[src/rtl/mem_access_unit.sv]
// Load/store unit between EX/MEM and an SRAM-like data bus (addr_ok/data_ok).
// Decodes one-hot memory ops into bus fields and keeps in-flight accesses in
// program order. It extracts and extends load data (including the LWL/LWR merge)
// and reports misaligned accesses as AdEL/AdES without using the bus.
module mem_access_unit #(
    parameter int ADDR_W      = 32,
    parameter int OUTSTANDING = 2,
    parameter int ALIGN_CHECK = 1
) (
    input  logic              clk,
    input  logic              resetn,
    input  logic              flush,
    input  logic              req_valid,
    output logic              req_ready,
    input  logic [11:0]       req_op,
    input  logic [ADDR_W-1:0] req_addr,
    input  logic [31:0]       req_wdata,
    output logic              data_req,
    output logic              data_wr,
    output logic [1:0]        data_size,
    output logic [ADDR_W-1:0] data_addr,
    output logic [3:0]        data_wstrb,
    output logic [31:0]       data_wdata,
    input  logic              data_addr_ok,
    input  logic              data_data_ok,
    input  logic [31:0]       data_rdata,
    output logic              resp_valid,
    output logic              resp_we,
    output logic [31:0]       resp_data,
    output logic              resp_exc,
    output logic [4:0]        resp_exccode,
    output logic [ADDR_W-1:0] resp_badvaddr,
    output logic              busy
);
    localparam int PW = (OUTSTANDING > 1) ? $clog2(OUTSTANDING) : 1;
    localparam int CW = $clog2(OUTSTANDING + 1);

    localparam int OP_LWL = 11;
    localparam int OP_LWR = 10;
    localparam int OP_SWL = 9;
    localparam int OP_SWR = 8;
    localparam int OP_LB  = 7;
    localparam int OP_LBU = 6;
    localparam int OP_LH  = 5;
    localparam int OP_LHU = 4;
    localparam int OP_LW  = 3;
    localparam int OP_SB  = 2;
    localparam int OP_SH  = 1;
    localparam int OP_SW  = 0;

    function automatic logic [PW-1:0] f_next(input logic [PW-1:0] p);
        return (p == PW'(OUTSTANDING - 1)) ? '0 : p + PW'(1);
    endfunction

    // request decode
    logic [1:0]        w_off;
    logic [4:0]        w_shl;
    logic [4:0]        w_shr;
    logic [3:0]        w_strb;
    logic [31:0]       w_wdata;
    logic [1:0]        w_size;
    logic [ADDR_W-1:0] w_addr;
    logic              w_is_store;
    logic              w_misalign;
    logic              w_accept;
    logic              w_exc_push;
    logic              w_issue;

    // issue stage
    logic              r_pend;
    logic              r_iss_killed;
    logic [11:0]       r_iss_op;
    logic [ADDR_W-1:0] r_iss_addr;
    logic [31:0]       r_iss_rt;
    logic              r_data_req;
    logic              r_data_wr;
    logic [1:0]        r_data_size;
    logic [ADDR_W-1:0] r_data_addr;
    logic [3:0]        r_data_wstrb;
    logic [31:0]       r_data_wdata;

    // in-order entry FIFO
    logic [11:0]       r_f_op     [OUTSTANDING];
    logic [ADDR_W-1:0] r_f_addr   [OUTSTANDING];
    logic [31:0]       r_f_rt     [OUTSTANDING];
    logic              r_f_exc    [OUTSTANDING];
    logic              r_f_killed [OUTSTANDING];
    logic [PW-1:0]     r_wr;
    logic [PW-1:0]     r_rd;
    logic [CW-1:0]     r_count;
    logic [CW-1:0]     r_nbus;
    logic [CW-1:0]     r_nack;

    logic              w_push_bus;
    logic              w_push;
    logic              w_bus_ok;
    logic              w_pop;
    logic              w_pop_bus;
    logic              w_rsp;

    // head view and load extraction
    logic [11:0]       w_h_op;
    logic [ADDR_W-1:0] w_h_addr;
    logic [31:0]       w_h_rt;
    logic              w_h_exc;
    logic              w_h_killed;
    logic [1:0]        w_h_off;
    logic [4:0]        w_h_shl;
    logic [4:0]        w_h_shr;
    logic [7:0]        w_byte;
    logic [15:0]       w_half;
    logic [31:0]       w_load_data;
    logic              w_h_is_load;
    logic              w_h_is_store;

    // response registers
    logic              r_resp_valid;
    logic              r_resp_we;
    logic [31:0]       r_resp_data;
    logic              r_resp_exc;
    logic [4:0]        r_resp_exccode;
    logic [ADDR_W-1:0] r_resp_badvaddr;

    // decode the presented op into strobes, aligned store data, size and bus address
    always_comb begin
        w_off      = req_addr[1:0];
        w_shl      = {w_off, 3'b000};
        w_shr      = {~w_off, 3'b000};
        w_strb     = 4'b0000;
        w_wdata    = '0;
        w_size     = 2'd2;
        w_addr     = req_addr;
        w_is_store = req_op[OP_SWL] | req_op[OP_SWR] | req_op[OP_SB] | req_op[OP_SH] | req_op[OP_SW];
        if (req_op[OP_LB] | req_op[OP_LBU] | req_op[OP_SB]) begin
            w_strb = 4'b0001 << w_off;
            w_size = 2'd0;
        end else if (req_op[OP_LH] | req_op[OP_LHU] | req_op[OP_SH]) begin
            w_strb = w_off[1] ? 4'b1100 : 4'b0011;
            w_size = 2'd1;
        end else if (req_op[OP_LWL] | req_op[OP_SWL]) begin
            w_strb = 4'b1111 >> (~w_off);
            w_addr = {req_addr[ADDR_W-1:2], 2'b00};
        end else if (req_op[OP_LWR] | req_op[OP_SWR]) begin
            w_strb = 4'b1111 << w_off;
        end else if (req_op[OP_LW] | req_op[OP_SW]) begin
            w_strb = 4'b1111;
        end
        if (req_op[OP_SB])  w_wdata = {4{req_wdata[7:0]}};
        if (req_op[OP_SH])  w_wdata = {2{req_wdata[15:0]}};
        if (req_op[OP_SW])  w_wdata = req_wdata;
        if (req_op[OP_SWL]) w_wdata = req_wdata >> w_shr;
        if (req_op[OP_SWR]) w_wdata = req_wdata << w_shl;
        w_misalign = (ALIGN_CHECK != 0) &&
                     (((req_op[OP_LH] | req_op[OP_LHU] | req_op[OP_SH]) && w_off[0]) ||
                      ((req_op[OP_LW] | req_op[OP_SW]) && (w_off != 2'b00)));
    end

    assign req_ready  = !flush && !r_pend && (r_count != CW'(OUTSTANDING));
    assign w_accept   = req_valid && req_ready;
    assign w_exc_push = w_accept && (|req_op) && w_misalign;
    assign w_issue    = w_accept && (|req_op) && !w_misalign;

    // issue stage: hold the bus request stable until the address is taken
    always_ff @(posedge clk or negedge resetn) begin
        if (!resetn) begin
            r_pend       <= 1'b0;
            r_iss_killed <= 1'b0;
            r_iss_op     <= '0;
            r_iss_addr   <= '0;
            r_iss_rt     <= '0;
            r_data_req   <= 1'b0;
            r_data_wr    <= 1'b0;
            r_data_size  <= '0;
            r_data_addr  <= '0;
            r_data_wstrb <= '0;
            r_data_wdata <= '0;
        end else if (w_issue) begin
            r_pend       <= 1'b1;
            r_iss_killed <= 1'b0;
            r_iss_op     <= req_op;
            r_iss_addr   <= req_addr;
            r_iss_rt     <= req_wdata;
            r_data_req   <= 1'b1;
            r_data_wr    <= w_is_store;
            r_data_size  <= w_size;
            r_data_addr  <= w_addr;
            r_data_wstrb <= w_strb;
            r_data_wdata <= w_wdata;
        end else if (r_pend && data_addr_ok) begin
            r_pend     <= 1'b0;
            r_data_req <= 1'b0;
        end else if (r_pend && flush) begin
            r_iss_killed <= 1'b1;
        end
    end

    assign data_req   = r_data_req;
    assign data_wr    = r_data_wr;
    assign data_size  = r_data_size;
    assign data_addr  = r_data_addr;
    assign data_wstrb = r_data_wstrb;
    assign data_wdata = r_data_wdata;

    // A data_ok counts only if a bus entry is waiting for it. Acks that arrive while an
    // exception entry blocks the head are banked in r_nack so none are lost.
    assign w_push_bus = r_pend && data_addr_ok;
    assign w_push     = w_exc_push || w_push_bus;
    assign w_h_exc    = r_f_exc[r_rd];
    assign w_h_killed = r_f_killed[r_rd];
    assign w_bus_ok   = data_data_ok && (r_nbus != r_nack);
    assign w_pop      = (r_count != '0) && (w_h_exc || (r_nack != '0) || w_bus_ok);
    assign w_pop_bus  = w_pop && !w_h_exc;
    assign w_rsp      = w_pop && !w_h_killed && !flush;

    // entry FIFO, kill marking and bus/ack bookkeeping
    always_ff @(posedge clk or negedge resetn) begin
        if (!resetn) begin
            for (int i = 0; i < OUTSTANDING; i++) begin
                r_f_op[i]     <= '0;
                r_f_addr[i]   <= '0;
                r_f_rt[i]     <= '0;
                r_f_exc[i]    <= 1'b0;
                r_f_killed[i] <= 1'b0;
            end
            r_wr    <= '0;
            r_rd    <= '0;
            r_count <= '0;
            r_nbus  <= '0;
            r_nack  <= '0;
        end else begin
            if (flush) begin
                for (int i = 0; i < OUTSTANDING; i++) r_f_killed[i] <= 1'b1;
            end
            if (w_push) begin
                r_f_op[r_wr]     <= w_exc_push ? req_op : r_iss_op;
                r_f_addr[r_wr]   <= w_exc_push ? req_addr : r_iss_addr;
                r_f_rt[r_wr]     <= w_exc_push ? req_wdata : r_iss_rt;
                r_f_exc[r_wr]    <= w_exc_push;
                r_f_killed[r_wr] <= w_exc_push ? 1'b0 : (r_iss_killed | flush);
                r_wr             <= f_next(r_wr);
            end
            if (w_pop) r_rd <= f_next(r_rd);
            if (w_push && !w_pop)      r_count <= r_count + CW'(1);
            else if (!w_push && w_pop) r_count <= r_count - CW'(1);
            if (w_push_bus && !w_pop_bus)      r_nbus <= r_nbus + CW'(1);
            else if (!w_push_bus && w_pop_bus) r_nbus <= r_nbus - CW'(1);
            if (w_bus_ok && !w_pop_bus)      r_nack <= r_nack + CW'(1);
            else if (!w_bus_ok && w_pop_bus) r_nack <= r_nack - CW'(1);
        end
    end

    // extract and extend load data for the head entry
    always_comb begin
        w_h_op       = r_f_op[r_rd];
        w_h_addr     = r_f_addr[r_rd];
        w_h_rt       = r_f_rt[r_rd];
        w_h_off      = w_h_addr[1:0];
        w_h_shl      = {w_h_off, 3'b000};
        w_h_shr      = {~w_h_off, 3'b000};
        w_byte       = 8'(data_rdata >> w_h_shl);
        w_half       = w_h_off[1] ? data_rdata[31:16] : data_rdata[15:0];
        w_h_is_load  = w_h_op[OP_LWL] | w_h_op[OP_LWR] | w_h_op[OP_LB] | w_h_op[OP_LBU] |
                       w_h_op[OP_LH] | w_h_op[OP_LHU] | w_h_op[OP_LW];
        w_h_is_store = w_h_op[OP_SWL] | w_h_op[OP_SWR] | w_h_op[OP_SB] | w_h_op[OP_SH] |
                       w_h_op[OP_SW];
        w_load_data  = '0;
        if (w_h_op[OP_LB])  w_load_data = {{24{w_byte[7]}}, w_byte};
        if (w_h_op[OP_LBU]) w_load_data = {24'h0, w_byte};
        if (w_h_op[OP_LH])  w_load_data = {{16{w_half[15]}}, w_half};
        if (w_h_op[OP_LHU]) w_load_data = {16'h0, w_half};
        if (w_h_op[OP_LW])  w_load_data = data_rdata;
        if (w_h_op[OP_LWL]) w_load_data = (data_rdata << w_h_shr) | (w_h_rt & (32'h00FF_FFFF >> w_h_shl));
        if (w_h_op[OP_LWR]) w_load_data = (data_rdata >> w_h_shl) | (w_h_rt & ~(32'hFFFF_FFFF >> w_h_shl));
    end

    // register the response for the popped entry; fields read zero when not valid
    always_ff @(posedge clk or negedge resetn) begin
        if (!resetn) begin
            r_resp_valid    <= 1'b0;
            r_resp_we       <= 1'b0;
            r_resp_data     <= '0;
            r_resp_exc      <= 1'b0;
            r_resp_exccode  <= '0;
            r_resp_badvaddr <= '0;
        end else begin
            r_resp_valid    <= w_rsp;
            r_resp_we       <= w_rsp && !w_h_exc && w_h_is_load;
            r_resp_data     <= (w_rsp && !w_h_exc && w_h_is_load) ? w_load_data : '0;
            r_resp_exc      <= w_rsp && w_h_exc;
            r_resp_exccode  <= (w_rsp && w_h_exc) ? (w_h_is_store ? 5'h05 : 5'h04) : 5'h00;
            r_resp_badvaddr <= (w_rsp && w_h_exc) ? w_h_addr : '0;
        end
    end

    assign resp_valid    = r_resp_valid;
    assign resp_we       = r_resp_we;
    assign resp_data     = r_resp_data;
    assign resp_exc      = r_resp_exc;
    assign resp_exccode  = r_resp_exccode;
    assign resp_badvaddr = r_resp_badvaddr;
    assign busy          = (r_count != '0) || r_pend;

endmodule

[config.mk]
export PLATFORM = sky130hd
export DESIGN_NAME = mem_access_unit
export DESIGN_NICKNAME = d
export VERILOG_FILES = /design/src/rtl/mem_access_unit.sv
export SDC_FILE = /design/constraint.sdc
export NUM_CORES = 1
export LEC_CHECK = 0
export BUFFER_PORTS_ARGS = -buffer_cell sky130_fd_sc_hd__clkbuf_2
export CAP_MARGIN = 25
export CORE_MARGIN = 4
export CORE_UTILIZATION = 48
export CTS_CLUSTER_DIAMETER = 100
export DETAILED_ROUTE_END_ITERATION = 10
export PLACE_DENSITY = 0.69
export SLEW_MARGIN = 20
export SYNTH_ARGS = -nofsm -noshare
export SYNTH_HDL_FRONTEND = slang
export SYNTH_SLANG_ARGS = --single-unit
[constraint.sdc]
create_clock -name clk -period 2.71 [get_ports clk]
set_input_delay 0.271 -clock clk [delete_from_list [all_inputs] [get_ports clk]]
set_output_delay 0.271 -clock clk [all_outputs]
set_load 0.05 [all_outputs]
==> flow_summary.yaml <==
global_route:
  global_route_wire_length_before_repair_um: 93600
  first_global_vias: 16200
  grt_remaining_overflow: 0
  grt_antenna_before_repair: 3
  grtUsageTotal_pct: 28.2
  grt_max_degree: 97
pwr:
  sw_frac_of_total_pct: 45.3
  p_leak_nw: 10.6
  internal-power_mw: 15.1
  power_frac_clock_pct: 20.5
  final_total_pwr_mw: 27.5
  peakVddDrop_mv: 0.768
  total_switching_power_mw: 12.5
  power-per-cell-area_nw_per_um2: 1270
  power_frac_comb_pct: 46.5
  power.sequential.fraction_pct: 33.0
synth:
  synthesis_warnings: 0
  synth_area_leader_cell: "sky130_fd_sc_hd__dfrtp_1"
  yosysUniqueCellTypes: 62
  synth_area_leaders: "sky130_fd_sc_hd__dfrtp_1, sky130_fd_sc_hd__nand2_1, sky130_fd_sc_hd__mux2i_1, sky130_fd_sc_hd__o22ai_1, sky130_fd_sc_hd__nor2_1"
  synth_flop_cell: "sky130_fd_sc_hd__dfrtp_1"
  ys_seq_elements: 351
  ys_async_rst_share_pct: 100
  synthMostInstantiatedCell: "sky130_fd_sc_hd__nand2_1"
  synth.cells.most_frequent: "sky130_fd_sc_hd__nand2_1, sky130_fd_sc_hd__dfrtp_1, sky130_fd_sc_hd__nor2_1"
  avgSynthCellArea_um2: 8.77
  synth_top_cell_area_share_pct: 48.0
  synth_area_um2: 18300
  synth-edff-count: 0
  seq_area_frac_synth_pct: 48.0
  postSynthCellCount: 2086
final_layout:
  fin_cells: 2836
  final_net_count: 2410
  final_util_pct: 57.9
  post_route_cells_drive_above_1_share_pct: 18.7
  area_of_all_placed_cells_without_fillers_um2: 21800
  syn_to_final_growth_pct: 19.0
detailed_routing:
  drtIter0Drc: 1631
  postRouteAntennaNets: 0
  vias_per_cell: 5.87
  wl_per_cell_um: 21.0
  detailedRoute.firstPassIterationCount: 7
  routed_wirelength_um: 59600
  detail_route.drc_violations: 0
  routed-via-count: 16600
place:
  number_of_placed_cells_counting_well_taps: 2726
  global_placer_s_final_weighted_congestion: 0.938
  place_worst_setup_slack_ns: 0.210
  placedInstanceArea_um2: 20000
  place.detailed.hpwl_um: 40500
  io_buffers: 256
clock_tree:
  htree_levels: 2
  cts.path.max_buffers: 3
  numCtsBuffers: 39
  clock_insertion_delay_worst_skew_ns: 0.55
  cts.repair_timing.setup_buffer_count: 0
  clk_transition_reported_paths_ns: 0.06
  cts.sink_count: 351
  clock_tree.root_cell: "sky130_fd_sc_hd__clkbuf_16"
  clock_tree_from_tritoncts: "yes"
critical_path:
  setup.worst_path.class: "input port to register"
  end_kind: "register"
  critical_path.startpoint_type: "input port"
  worstPathRequired_ns: 3.14
  rr_worst_depth: 6
  arrival_ns: 2.94
  worst-path-max-fanout: 16
timing:
  timing.final.crit_share_pct: 92.8
  finalSetupViolations: 0
  finalWorstSetupSlack_ns: 0.195
  min_period_ns: 2.52
  finalHoldViolCount: 0
  max-slew-margin-rel_pct: 54.1
  maximum_clock_skew_at_final_layout_ns: 0.0148
  setup_tns_ns: 0
  worst_slew_pin_slew_ns: 0.689
  rsz0062_at_grt: "no"
  fin_worst_hold_slack_ns: 0.0479
  timing.final.max_slew_violations: 0
  fmax_mhz: 398
die:
  floorplan.core_area_um2: 37600
  fp.dieArea_um2: 41300
  die_h_um: 203
  floorplan.io_pins: 260
  die_width_um: 203
  placement_rows: 71
  floorplan.initialDensity_pct: 48.7
status:
  outcome: "finished clean"
job:
  drv_cap: 0
hold_path:
  hold_class: "input port to register"
  whs_path_depth: 3
-- registers in the layout (all words and copies together), names as in the netlist, 4 cells and up --
signal / cells
r_f_addr: 64
data_wdata: 32
r_f_op: 24
resp_badvaddr: 32
r_iss_rt: 32
r_iss_op: 12
r_f_rt: 64
data_wstrb: 4
resp_data: 32
r_iss_addr: 32
-- path summary, 6_finish.rpt --
path / startpoint / endpoint / slack [ns]
hold / removal: req_op[0] / r_iss_op[0] / 0.05
setup reg to reg: r_rd / resp_data[23] / 0.28
min in group asynchronous: resetn / resp_badvaddr[29] / 0.32
max in group asynchronous: resetn / r_f_addr[41] / 1.59
hold reg to reg: data_wstrb[1] / data_wstrb[1] / 0.48
setup / recovery: req_op[5] / r_f_addr[59] / 0.19
-- critical path: stages --
cell and delay, ns:
sky130_fd_sc_hd__dlygate4sd3_1 0.55, sky130_fd_sc_hd__clkbuf_2 0.16, sky130_fd_sc_hd__or3_1 0.42, sky130_fd_sc_hd__o21ai_1 0.35, sky130_fd_sc_hd__nand2_1 0.22, sky130_fd_sc_hd__nand3_2 0.17, sky130_fd_sc_hd__and2_2 0.38, sky130_fd_sc_hd__buf_4 0.30
sky130_fd_sc_hd__a21oi_1 0.10
-- cells in the final DEF (no fill, tap or decap), types with 8 or more instances in the layout --
| cell | n |
|---|---|
| sky130_fd_sc_hd__a211oi_1 | 25 |
| sky130_fd_sc_hd__a21o_1 | 11 |
| sky130_fd_sc_hd__a21oi_1 | 143 |
| sky130_fd_sc_hd__a221oi_1 | 24 |
| sky130_fd_sc_hd__a22o_1 | 8 |
| sky130_fd_sc_hd__a22oi_1 | 10 |
| sky130_fd_sc_hd__buf_12 | 15 |
| sky130_fd_sc_hd__buf_4 | 56 |
| sky130_fd_sc_hd__clkbuf_16 | 39 |
| sky130_fd_sc_hd__clkbuf_2 | 255 |
| sky130_fd_sc_hd__clkbuf_8 | 12 |
| sky130_fd_sc_hd__dfrtp_1 | 350 |
| sky130_fd_sc_hd__dlygate4sd3_1 | 37 |
| sky130_fd_sc_hd__inv_1 | 94 |
| sky130_fd_sc_hd__mux2_2 | 18 |
| sky130_fd_sc_hd__mux2i_1 | 120 |
| sky130_fd_sc_hd__nand2_1 | 362 |
| sky130_fd_sc_hd__nor2_1 | 231 |
| sky130_fd_sc_hd__nor2b_1 | 20 |
| sky130_fd_sc_hd__nor3_1 | 20 |
| sky130_fd_sc_hd__nor3b_1 | 11 |
| sky130_fd_sc_hd__o211ai_1 | 49 |
| sky130_fd_sc_hd__o21a_1 | 10 |
| sky130_fd_sc_hd__o21ai_0 | 117 |
| sky130_fd_sc_hd__o221ai_1 | 17 |
| sky130_fd_sc_hd__o22ai_1 | 160 |
-- logic make-up after synthesis --
logic type / synth area share (%)
fa+ha+maj: 0.205
mux: 7.98
flops: 48.0
compound gates: 20.6
simple gates: 15.2
buf+inv: 7.40
other cells: 0.0205
xor+xnor: 0.575
-- power by group through the flow --
stage / Sequential (mW) / Clock, mW / Combinational (mW)
2_1_floorplan: 10.4 / 0 / 7.86
3_3_place_gp: 9.02 / 0 / 12.4
3_5_place_dp: 9.12 / 0 / 12.6
4_1_cts: 9.06 / 5.75 / 12.7
5_1_grt: 9.35 / 5.97 / 13.8
6_report: 9.08 / 5.66 / 12.8
-- final cells by class --
cell class / instances / area [um2]
tap: 511 / 639
multi-input combinational: 1443 / 8220
inverter: 94 / 353
clock inverter: 13 / 208
fill: 3289 / 15800
timing repair buffer: 364 / 2380
antenna: 2 / 5.00
sequential: 351 / 8790
clock buffer: 58 / 1170
-- metal layers --
layer  GRT usage, %  share of wire (%)  vias to the layer above
met3           5.64                8.4                       98
met2           43.9                 45                      802
met4           8.19                2.5                        2
met1           40.3                 44                     8067
met5              0              0.032                        -
li1               -                  -                     7669
-- timing repair --
action,in CTS,in global routing
resized for setup,0,2
hold buffers,37,0
endpoints found under the setup margin,0,4
hold endpoints to repair,125,0
Power figures use the tool's default switching activity.
